### config.mk
export PLATFORM = sky130hd
export DESIGN_NAME = uart_rx
export DESIGN_NICKNAME = d
export VERILOG_FILES = /design/src/rtl/uart_pkg.sv /design/src/rtl/uart_rx_sampler.sv /design/src/rtl/uart_rx.sv
export SDC_FILE = /design/constraint.sdc
export NUM_CORES = 1
export LEC_CHECK = 0
export ABC_AREA = 1
export ABC_CLOCK_PERIOD_IN_PS = 3950
export CAP_MARGIN = 25
export CORE_MARGIN = 4
export CORE_UTILIZATION = 60
export DETAILED_ROUTE_END_ITERATION = 10
export PLACE_DENSITY = 0.82
export SYNTH_ARGS = -nofsm -noshare
export SYNTH_HDL_FRONTEND = slang
export SYNTH_SLANG_ARGS = --single-unit
### constraint.sdc
create_clock -name CLK -period 3.95 [get_ports CLK]
set_input_delay 0.5925 -clock CLK [delete_from_list [all_inputs] [get_ports CLK]]
set_output_delay 0.5925 -clock CLK [all_outputs]
set_load 0.02 [all_outputs]
### src/rtl/uart_pkg.sv
// Shared UART definitions used by both the receive and transmit sides.
// Provides default frame geometry, the receiver FSM state type and a 2-of-3 vote helper.
package uart_pkg;

    localparam int unsigned DEFAULT_DATA_SIZE = 8;
    localparam int unsigned DEFAULT_PRESCALE  = 8;

    typedef enum logic [2:0] {
        IDLE   = 3'd0,
        START  = 3'd1,
        DATA   = 3'd2,
        PARITY = 3'd3,
        STOP   = 3'd4
    } uart_state_e;

    function automatic logic maj3(input logic a, input logic b, input logic c);
        return (a & b) | (a & c) | (b & c);
    endfunction

endpackage

### src/rtl/uart_rx_sampler.sv
// Bit-window timing for the UART receiver: counts edge_cnt across each
// PRESCALE-cycle window and captures the bit value near the window centre.
// Build option: UART_RX_MAJORITY_VOTE_EN selects a 2-of-3 vote around the
// centre instead of a single centre sample; window timing is the same either way.
module uart_rx_sampler
    import uart_pkg::*;
#(
    parameter int unsigned PRESCALE = DEFAULT_PRESCALE
) (
    input  logic i_clk,
    input  logic i_rst,
    input  logic i_rx,
    input  logic i_count_en,
    output logic o_bit,
    output logic o_win_end
);

    localparam int unsigned CNT_W = (PRESCALE > 1) ? $clog2(PRESCALE) : 1;
    localparam logic [CNT_W-1:0] CNT_LAST = CNT_W'(PRESCALE - 1);
    localparam logic [CNT_W-1:0] CNT_MID  = CNT_W'(PRESCALE / 2);

    logic [CNT_W-1:0] r_cnt;
    logic             r_bit;

    // edge_cnt: free-runs 0..PRESCALE-1 while a frame is active, parked at 0 otherwise
    always_ff @(posedge i_clk) begin
        if (i_rst) begin
            r_cnt <= '0;
        end else if (i_count_en) begin
            r_cnt <= (r_cnt == CNT_LAST) ? '0 : r_cnt + CNT_W'(1);
        end else begin
            r_cnt <= '0;
        end
    end

`ifdef UART_RX_MAJORITY_VOTE_EN
    logic r_s_early;
    logic r_s_mid;

    // Collect samples at MID-1 and MID, resolve the vote with the MID+1 sample
    always_ff @(posedge i_clk) begin
        if (i_rst) begin
            r_s_early <= 1'b0;
            r_s_mid   <= 1'b0;
            r_bit     <= 1'b0;
        end else if (i_count_en) begin
            if (r_cnt == CNT_MID - CNT_W'(1)) r_s_early <= i_rx;
            if (r_cnt == CNT_MID)             r_s_mid   <= i_rx;
            if (r_cnt == CNT_MID + CNT_W'(1)) r_bit     <= maj3(r_s_early, r_s_mid, i_rx);
        end
    end
`else
    // Single sample at the window centre
    always_ff @(posedge i_clk) begin
        if (i_rst) begin
            r_bit <= 1'b0;
        end else if (i_count_en && (r_cnt == CNT_MID)) begin
            r_bit <= i_rx;
        end
    end
`endif

    assign o_bit     = r_bit;
    assign o_win_end = (r_cnt == CNT_LAST);

endmodule

### src/rtl/uart_rx.sv
// UART receiver top: input synchronizer, frame FSM, LSB-first shifter and
// parity/stop checks. Results are registered one cycle after the stop window.
// Build option: UART_RX_MAJORITY_VOTE_EN (handled inside uart_rx_sampler).
module uart_rx
    import uart_pkg::*;
#(
    parameter int unsigned DATA_SIZE = DEFAULT_DATA_SIZE,
    parameter int unsigned PRESCALE  = DEFAULT_PRESCALE
) (
    input  logic                 CLK,
    input  logic                 RST,
    input  logic                 RX_IN,
    input  logic                 PAR_EN,
    input  logic                 PAR_TYP,
    output logic [DATA_SIZE-1:0] P_DATA,
    output logic                 Data_Valid,
    output logic                 PAR_ERR,
    output logic                 STP_ERR,
    output logic                 Busy
);

    localparam int unsigned BIT_W = $clog2(DATA_SIZE + 1);
    localparam logic [BIT_W-1:0] BIT_LAST = BIT_W'(DATA_SIZE - 1);

    uart_state_e          r_state;
    uart_state_e          w_state_d;
    logic                 r_sync1;
    logic                 r_sync2;
    logic [DATA_SIZE-1:0] r_shift;
    logic [BIT_W-1:0]     r_bit_cnt;
    logic                 r_par_en;
    logic                 r_par_typ;
    logic                 r_par_bit;
    logic                 r_stop_bit;
    logic                 r_end;
    logic [DATA_SIZE-1:0] r_p_data;
    logic                 r_dv;
    logic                 r_par_err;
    logic                 r_stp_err;

    logic w_rx;
    logic w_bit;
    logic w_win_end;
    logic w_count_en;
    logic w_start_det;
    logic w_shift_en;
    logic w_par_cap;
    logic w_frame_end;
    logic w_par_exp;
    logic w_par_bad;
    logic w_stp_bad;
    logic w_good;

    // Two-flop synchronizer; idles high so reset never looks like a start bit
    always_ff @(posedge CLK) begin
        if (RST) begin
            r_sync1 <= 1'b1;
            r_sync2 <= 1'b1;
        end else begin
            r_sync1 <= RX_IN;
            r_sync2 <= r_sync1;
        end
    end

    assign w_rx = r_sync2;

    uart_rx_sampler #(
        .PRESCALE (PRESCALE)
    ) u_sampler (
        .i_clk      (CLK),
        .i_rst      (RST),
        .i_rx       (w_rx),
        .i_count_en (w_count_en),
        .o_bit      (w_bit),
        .o_win_end  (w_win_end)
    );

    // FSM state register
    always_ff @(posedge CLK) begin
        if (RST) r_state <= IDLE;
        else     r_state <= w_state_d;
    end

    // Next state and datapath strobes; all bit decisions happen at window end
    always_comb begin
        w_state_d   = r_state;
        w_count_en  = (r_state != IDLE);
        w_start_det = 1'b0;
        w_shift_en  = 1'b0;
        w_par_cap   = 1'b0;
        w_frame_end = 1'b0;
        unique case (r_state)
            IDLE: begin
                // The detecting cycle is edge_cnt 0 of the start window
                if (!w_rx) begin
                    w_state_d   = START;
                    w_count_en  = 1'b1;
                    w_start_det = 1'b1;
                end
            end
            START: begin
                if (w_win_end) w_state_d = w_bit ? IDLE : DATA;
            end
            DATA: begin
                if (w_win_end) begin
                    w_shift_en = 1'b1;
                    if (r_bit_cnt == BIT_LAST) w_state_d = r_par_en ? PARITY : STOP;
                end
            end
            PARITY: begin
                if (w_win_end) begin
                    w_par_cap = 1'b1;
                    w_state_d = STOP;
                end
            end
            STOP: begin
                if (w_win_end) begin
                    w_frame_end = 1'b1;
                    w_state_d   = IDLE;
                end
            end
            default: w_state_d = IDLE;
        endcase
    end

    // Frame datapath: per-frame config latch, shifter, captured parity/stop bits
    always_ff @(posedge CLK) begin
        if (RST) begin
            r_shift    <= '0;
            r_bit_cnt  <= '0;
            r_par_en   <= 1'b0;
            r_par_typ  <= 1'b0;
            r_par_bit  <= 1'b0;
            r_stop_bit <= 1'b0;
            r_end      <= 1'b0;
        end else begin
            r_end <= w_frame_end;
            if (w_start_det) begin
                r_par_en  <= PAR_EN;
                r_par_typ <= PAR_TYP;
                r_bit_cnt <= '0;
            end
            if (w_shift_en) begin
                r_shift   <= {w_bit, r_shift[DATA_SIZE-1:1]};
                r_bit_cnt <= r_bit_cnt + BIT_W'(1);
            end
            if (w_par_cap)   r_par_bit  <= w_bit;
            if (w_frame_end) r_stop_bit <= w_bit;
        end
    end

    assign w_par_exp = (^r_shift) ^ r_par_typ;
    assign w_par_bad = r_par_en && (r_par_bit != w_par_exp);
    assign w_stp_bad = !r_stop_bit;
    assign w_good    = r_end && !w_par_bad && !w_stp_bad;

    // Registered frame result; P_DATA only moves on a good frame
    always_ff @(posedge CLK) begin
        if (RST) begin
            r_p_data  <= '0;
            r_dv      <= 1'b0;
            r_par_err <= 1'b0;
            r_stp_err <= 1'b0;
        end else begin
            r_dv      <= w_good;
            r_par_err <= r_end && w_par_bad;
            r_stp_err <= r_end && w_stp_bad;
            if (w_good) r_p_data <= r_shift;
        end
    end

    assign P_DATA     = r_p_data;
    assign Data_Valid = r_dv;
    assign PAR_ERR    = r_par_err;
    assign STP_ERR    = r_stp_err;
    assign Busy       = (r_state != IDLE);

endmodule
---- Word-level counts from Yosys, hierarchy flattened ----
Cells that the tools add are included.
word-level totals
  flip-flop bits (word level) ............. 37
  latch bits .............................. 0
  bits in writable memories ............... 0
  ROM bits ................................ 0
  input bits .............................. 5
  output and inout port bits .............. 12
  memories ................................ 0
cells by class
  add/sub/neg operators ................... 2
  $mul .................................... 0
  div/mod/pow operators ................... 0
  magnitude comparators ................... 0
  equal/unequal tests ..................... 14
  shift-type cells ........................ 0
  multiplexer cells ....................... 19
  bitwise operators ....................... 2
  reductions and logical operators ........ 14
operators by type and width
  cell                                                              number
  3-bit two-way mux                                                 7
  3-bit case mux with 5 select lines                                1
  3-bit == test (second input constant)                             3
  1-bit two-way mux                                                 8
  4-bit two-way mux                                                 2
  2-bit by 1-bit != test with 1-bit output (second input constant)  4
  8-bit XOR reduction                                               1
  3-bit by 2-bit == test with 1-bit output (second input constant)  2
  1-bit logical AND                                                 6
  6-bit AND reduction                                               1
  4-bit by 1-bit adder with 4-bit output (second input constant)    1
  4-bit by 3-bit == test with 1-bit output (second input constant)  1
  2-bit != test (second input constant)                             2
  3-bit by 1-bit adder with 3-bit output (second input constant)    1
  3-bit by 1-bit == test with 1-bit output (second input constant)  1
  3-bit zero test                                                   1
  3-bit nonzero test                                                1
  3-bit OR reduction                                                1
  1-bit zero test                                                   2
  2-bit two-way mux                                                 1
  2-bit nonzero test                                                1
  1-bit != test                                                     1
  1-bit NOT                                                         1
  1-bit bitwise XOR                                                 1

---- Logic depth before layout (Yosys ltp) ----
  depth in word-level cells ............... 7
  depth in mapped cells ................... 12

---- Hierarchy ----
A second synthesis with hierarchy kept.
unflattened totals
  cells, all modules ...................... 228
  area, all modules ....................... 1709.1 sq um
by module, submodules not included
  module           times used  cells an instance  area an instance (sq um)  sequential area each (sq um)
  uart_rx          1           206                1530.2                    660.6
  uart_rx_sampler  1           22                 178.9                     80.1

---- Worst setup path before layout ----
No wires, ideal clock.
  path type ............................... register -> register
  start ................................... register u_sampler.r_cnt[0]
  end ..................................... register r_bit_cnt[2]
  library setup time ...................... 95 ps
  data arrival time ....................... 1357 ps
  required time ........................... 3855 ps
  setup slack ............................. 2497 ps
  cell stages (with the launch flop) ...... 10
  path buffers ............................ 0
  cells stage by stage .................... dfxtp_1 > ha_1 > ha_1 > inv_1 > nor2_4 > inv_1 > nand2_1 > inv_1 > nand2_1 > a221oi_1
between the ends
  cells in the longest elaborated chain, start to end .. 4
  elaborated cells between the ends (all ways) .. 5
RTL lines
  what                                                     RTL line               source
  start, declared                                          uart_rx_sampler.sv:22  logic [CNT_W-1:0] r_cnt;
  start signal, assigned                                   uart_rx_sampler.sv:30  r_cnt <= (r_cnt == CNT_LAST) ? '0 : r_cnt + CNT_W'(1);
  3-bit == test *                                          uart_rx_sampler.sv:64  assign o_win_end = (r_cnt == CNT_LAST);
  1-bit two-way mux *                                      uart_rx.sv:105         if (w_win_end) begin
  1-bit two-way mux *                                      uart_rx.sv:92          unique case (r_state)
  4-bit two-way mux or 2-bit nonzero test (tied branches)  n/a
  end signal, assigned                                     uart_rx.sv:145         r_bit_cnt <= r_bit_cnt + BIT_W'(1);
  end, declared                                            uart_rx.sv:30          logic [BIT_W-1:0] r_bit_cnt;
Mark *: on every way between the ends. The rest lies on a longest branch, timed or not.
A chain may end at the register's enable or synchronous reset.

---- Worst setup path in the final report ----
  start ................................... register r_state[0]
  end ..................................... output port Busy
between the ends
  cells in the longest elaborated chain, start to end .. 1
RTL lines
  what                    RTL line        source
  start, declared         uart_rx.sv:25   uart_state_e r_state;
  start signal, assigned  uart_rx.sv:81   else r_state <= w_state_d;
  3-bit nonzero test      uart_rx.sv:176  assign Busy = (r_state != IDLE);
  end, declared           uart_rx.sv:19   output logic Busy
No other way between the ends.

==> run_results.csv <==
group,metric,value,unit
layout,layout_commonest_cell,"nand2_1",
grt,first_global_vias,1199,
logic_synthesis,synth_cells,225,
logic_synthesis,synth_edf_count,0,
placed_design,hpwl,2210,um
job,maxCapViolCount,0,
detailed_routing,drc_errors,0,
timing,worst_slack,1.62,ns
critical_path,cp_data_required_time,3.36,ns
grt,grt_pass1_wl,5140,um
timing,tightest_slew,0.628,ns
timing,fin_crit_sh,0.591,
timing,layout_min_cycle_time,2.33,ns
grt,grt_start_max_net_pins,25,
placed_design,dp.cells,266,
timing,grt_setup_unrepaired,"no",
detailed_routing,dr.pass1.iters,4,
cts,clockBufferDepth,2,
layout,nNetsFinal,251,
layout,area_growth,13.7,%
critical_path,critPathLaunchType,"flop",
logic_synthesis,synth-seq-cells,37,
cts,htreeDepth,2,
cts,post_cts_buffers,0,
timing,fmax,429,MHz
status,status,"complete, no violations",
logic_synthesis,synthFlopType,"dfxtp_1",
logic_synthesis,synth.distinct_cells,30,
logic_synthesis,async_flop_share,0,
cts,cts_tree,"built",
cts,clock_latency,0.34,ns
logic_synthesis,syn-cell-area,1710,sq um
die,chipHeight,61.5,um
cts,cts_buffers,5,
placed_design,pre_cts_ws,1.76,ns
timing,tns,0,ns
timing,setup-violations-final,0,
cts,cts_root_buf,"clkbuf_4",
layout,drive_gt1_frac,0.111,
detailed_routing,via_count,1416,
critical_path,cp_data_arrival_time,1.74,ns
timing,fin_skew,0.0109,ns
logic_synthesis,avgSynthCellArea,7.62,sq um
grt,grt_overflow_total,0,
layout,final_cell_mix,"nand2_1 (39), dfxtp_1 (37), inv_1 (32)",
placed_design,portBuffers,16,
critical_path,crit_fanout,4,
die,start_util,0.627,
die,die_area,3780,sq um
power_and_ir_drop,finalPower,0.000884,W
cts,cts_hold_buf,0,
timing,hold_viol,0,
cts,cts_resized,0,
cts,clk_pin_slew_worst_paths,0.12,ns
layout,antennaDiodeCount,0,
die,io_pins,17,
power_and_ir_drop,p_leak,0.800,nW
detailed_routing,ant_nets,0,
grt,antenna_found_initial,0,
die,die-width,61.5,um
placed_design,gp_congestion,0.826,
critical_path,path_class,"reg -> out",
layout,fin_cells,274,
power_and_ir_drop,p_per_area,454,nW/um^2
detailed_routing,viasPerCell,5.17,
detailed_routing,totalWireLength,3020,um
detailed_routing,avgRoutedWirePerCell,11.0,um
grt,grt_usage,0.184,
timing,hold_slack,0.420,ns
die,num_rows,19,
logic_synthesis,syn_nets,234,
power_and_ir_drop,ir_worst_vdd,0.424,mV
timing,drv_slew,0,
cts,cts.sinks,37,
logic_synthesis,ys_seq_area_frac,0.432,
logic_synthesis,synth_warnings,0,
detailed_routing,drtIter0Drc,84,
timing,relSlewSlack,0.581,
critical_path,crit_path_end_kind,"primary output",
die,coreArea,2730,sq um
min_path,hold_path.class,"reg -> reg",
-- through the flow --
| step | util | cell area [sq um] |
|---|---|---|
| floorplan | - | 1710 |
| global placement | 0.681 | 1860 |
| detailed placement | 0.681 | 1860 |
| CTS | 0.713 | 1950 |
| global route | 0.713 | 1950 |
| finish | 0.713 | 1950 |
-- cells in the mapped netlist, types with 2 or more instances --
| library cell | n | area (sq um) |
|---|---|---|
| nand2_1 | 39 | 146 |
| xor2_1 | 2 | 17.5 |
| nand3_2 | 2 | 20.0 |
| nor2_1 | 22 | 82.6 |
| or2_2 | 2 | 12.5 |
| xnor2_1 | 4 | 35.0 |
| inv_1 | 32 | 120 |
| nand3_1 | 14 | 70.1 |
| clkbuf_1 | 2 | 7.51 |
| o21ai_0 | 17 | 85.1 |
| nor3_1 | 2 | 10.0 |
| nand2_2 | 2 | 12.5 |
| ha_1 | 4 | 50.1 |
| dfxtp_1 | 37 | 741 |
| inv_2 | 3 | 11.3 |
| a21oi_1 | 19 | 95.1 |
| a21oi_2 | 8 | 70.1 |
| a31oi_1 | 2 | 12.5 |
-- layout make-up --
cell class | instances | area, sq um
clock buffers | 6 | 51.3
clock inverters | 2 | 37.5
fillers | 216 | 785
inverters | 36 | 135
multi-input cells | 146 | 786
flip-flops and latches | 37 | 741
well taps | 31 | 38.8
repair buffers | 16 | 160
-- registers in the layout, summed over array words and instances, names as in the netlist, 3 cells and up --
signal,count
r_shift,8
P_DATA,8
r_bit_cnt,4
r_state,3
u_sampler.r_cnt,3
-- final timing paths --
path                       from      endpoint  slack, ns  cells after the start
max                  r_state[0]          Busy       1.62                      5
min                     r_sync1       r_sync2       0.42                      1
max reg2reg  u_sampler.r_cnt[0]  r_bit_cnt[3]       2.22                      8
min reg2reg             r_sync1       r_sync2       0.42                      1
-- worst max-delay path, cell delays in order, from the launching register on --
cell	delay, ns
dfxtp_1	0.36
nor2_1	0.11
inv_1	0.07
nor2_1	0.19
inv_1	0.11
clkdlybuf4s50_1	0.55
-- logic make-up (layout without fill, tap and decap cells) --
| logic type | after synthesis | count (layout) | synth area share |
|---|---|---|---|
| DFF | 37 | 37 | 0.432 |
| buffers and inverters | 42 | 60 | 0.109 |
| AOI/OAI and AO/OA | 50 | 50 | 0.172 |
| adders and majority gates | 4 | 4 | 0.0292 |
| xor gates and xnor gates | 6 | 6 | 0.0307 |
| and+or+nand+nor | 86 | 86 | 0.227 |
-- report_power, final --
| group | leakage (nW) | switching (W) | total, W | internal, W |
|---|---|---|---|---|
| Sequential | 0.299 | 0.0000181 | 0.000414 | 0.000396 |
| Combinational | 0.457 | 0.000126 | 0.000192 | 0.0000662 |
| Clock | 0.0445 | 0.000127 | 0.000278 | 0.000150 |
| Total | 0.800 | 0.000272 | 0.000884 | 0.000613 |
-- routing by layer --
layer / vias up / wire length, um / GRT usage / share of wire
li1: 759 / - / - / -
met1: 632 / 1470 / 0.239 / 0.49
met2: 18 / 1420 / 0.284 / 0.47
met3: 7 / 87 / 0.0692 / 0.029
met4: 0 / 44 / 0.0545 / 0.015
met5: - / 0 / 0 / 0
No activity file was read; power rests on OpenSTA's default activity.
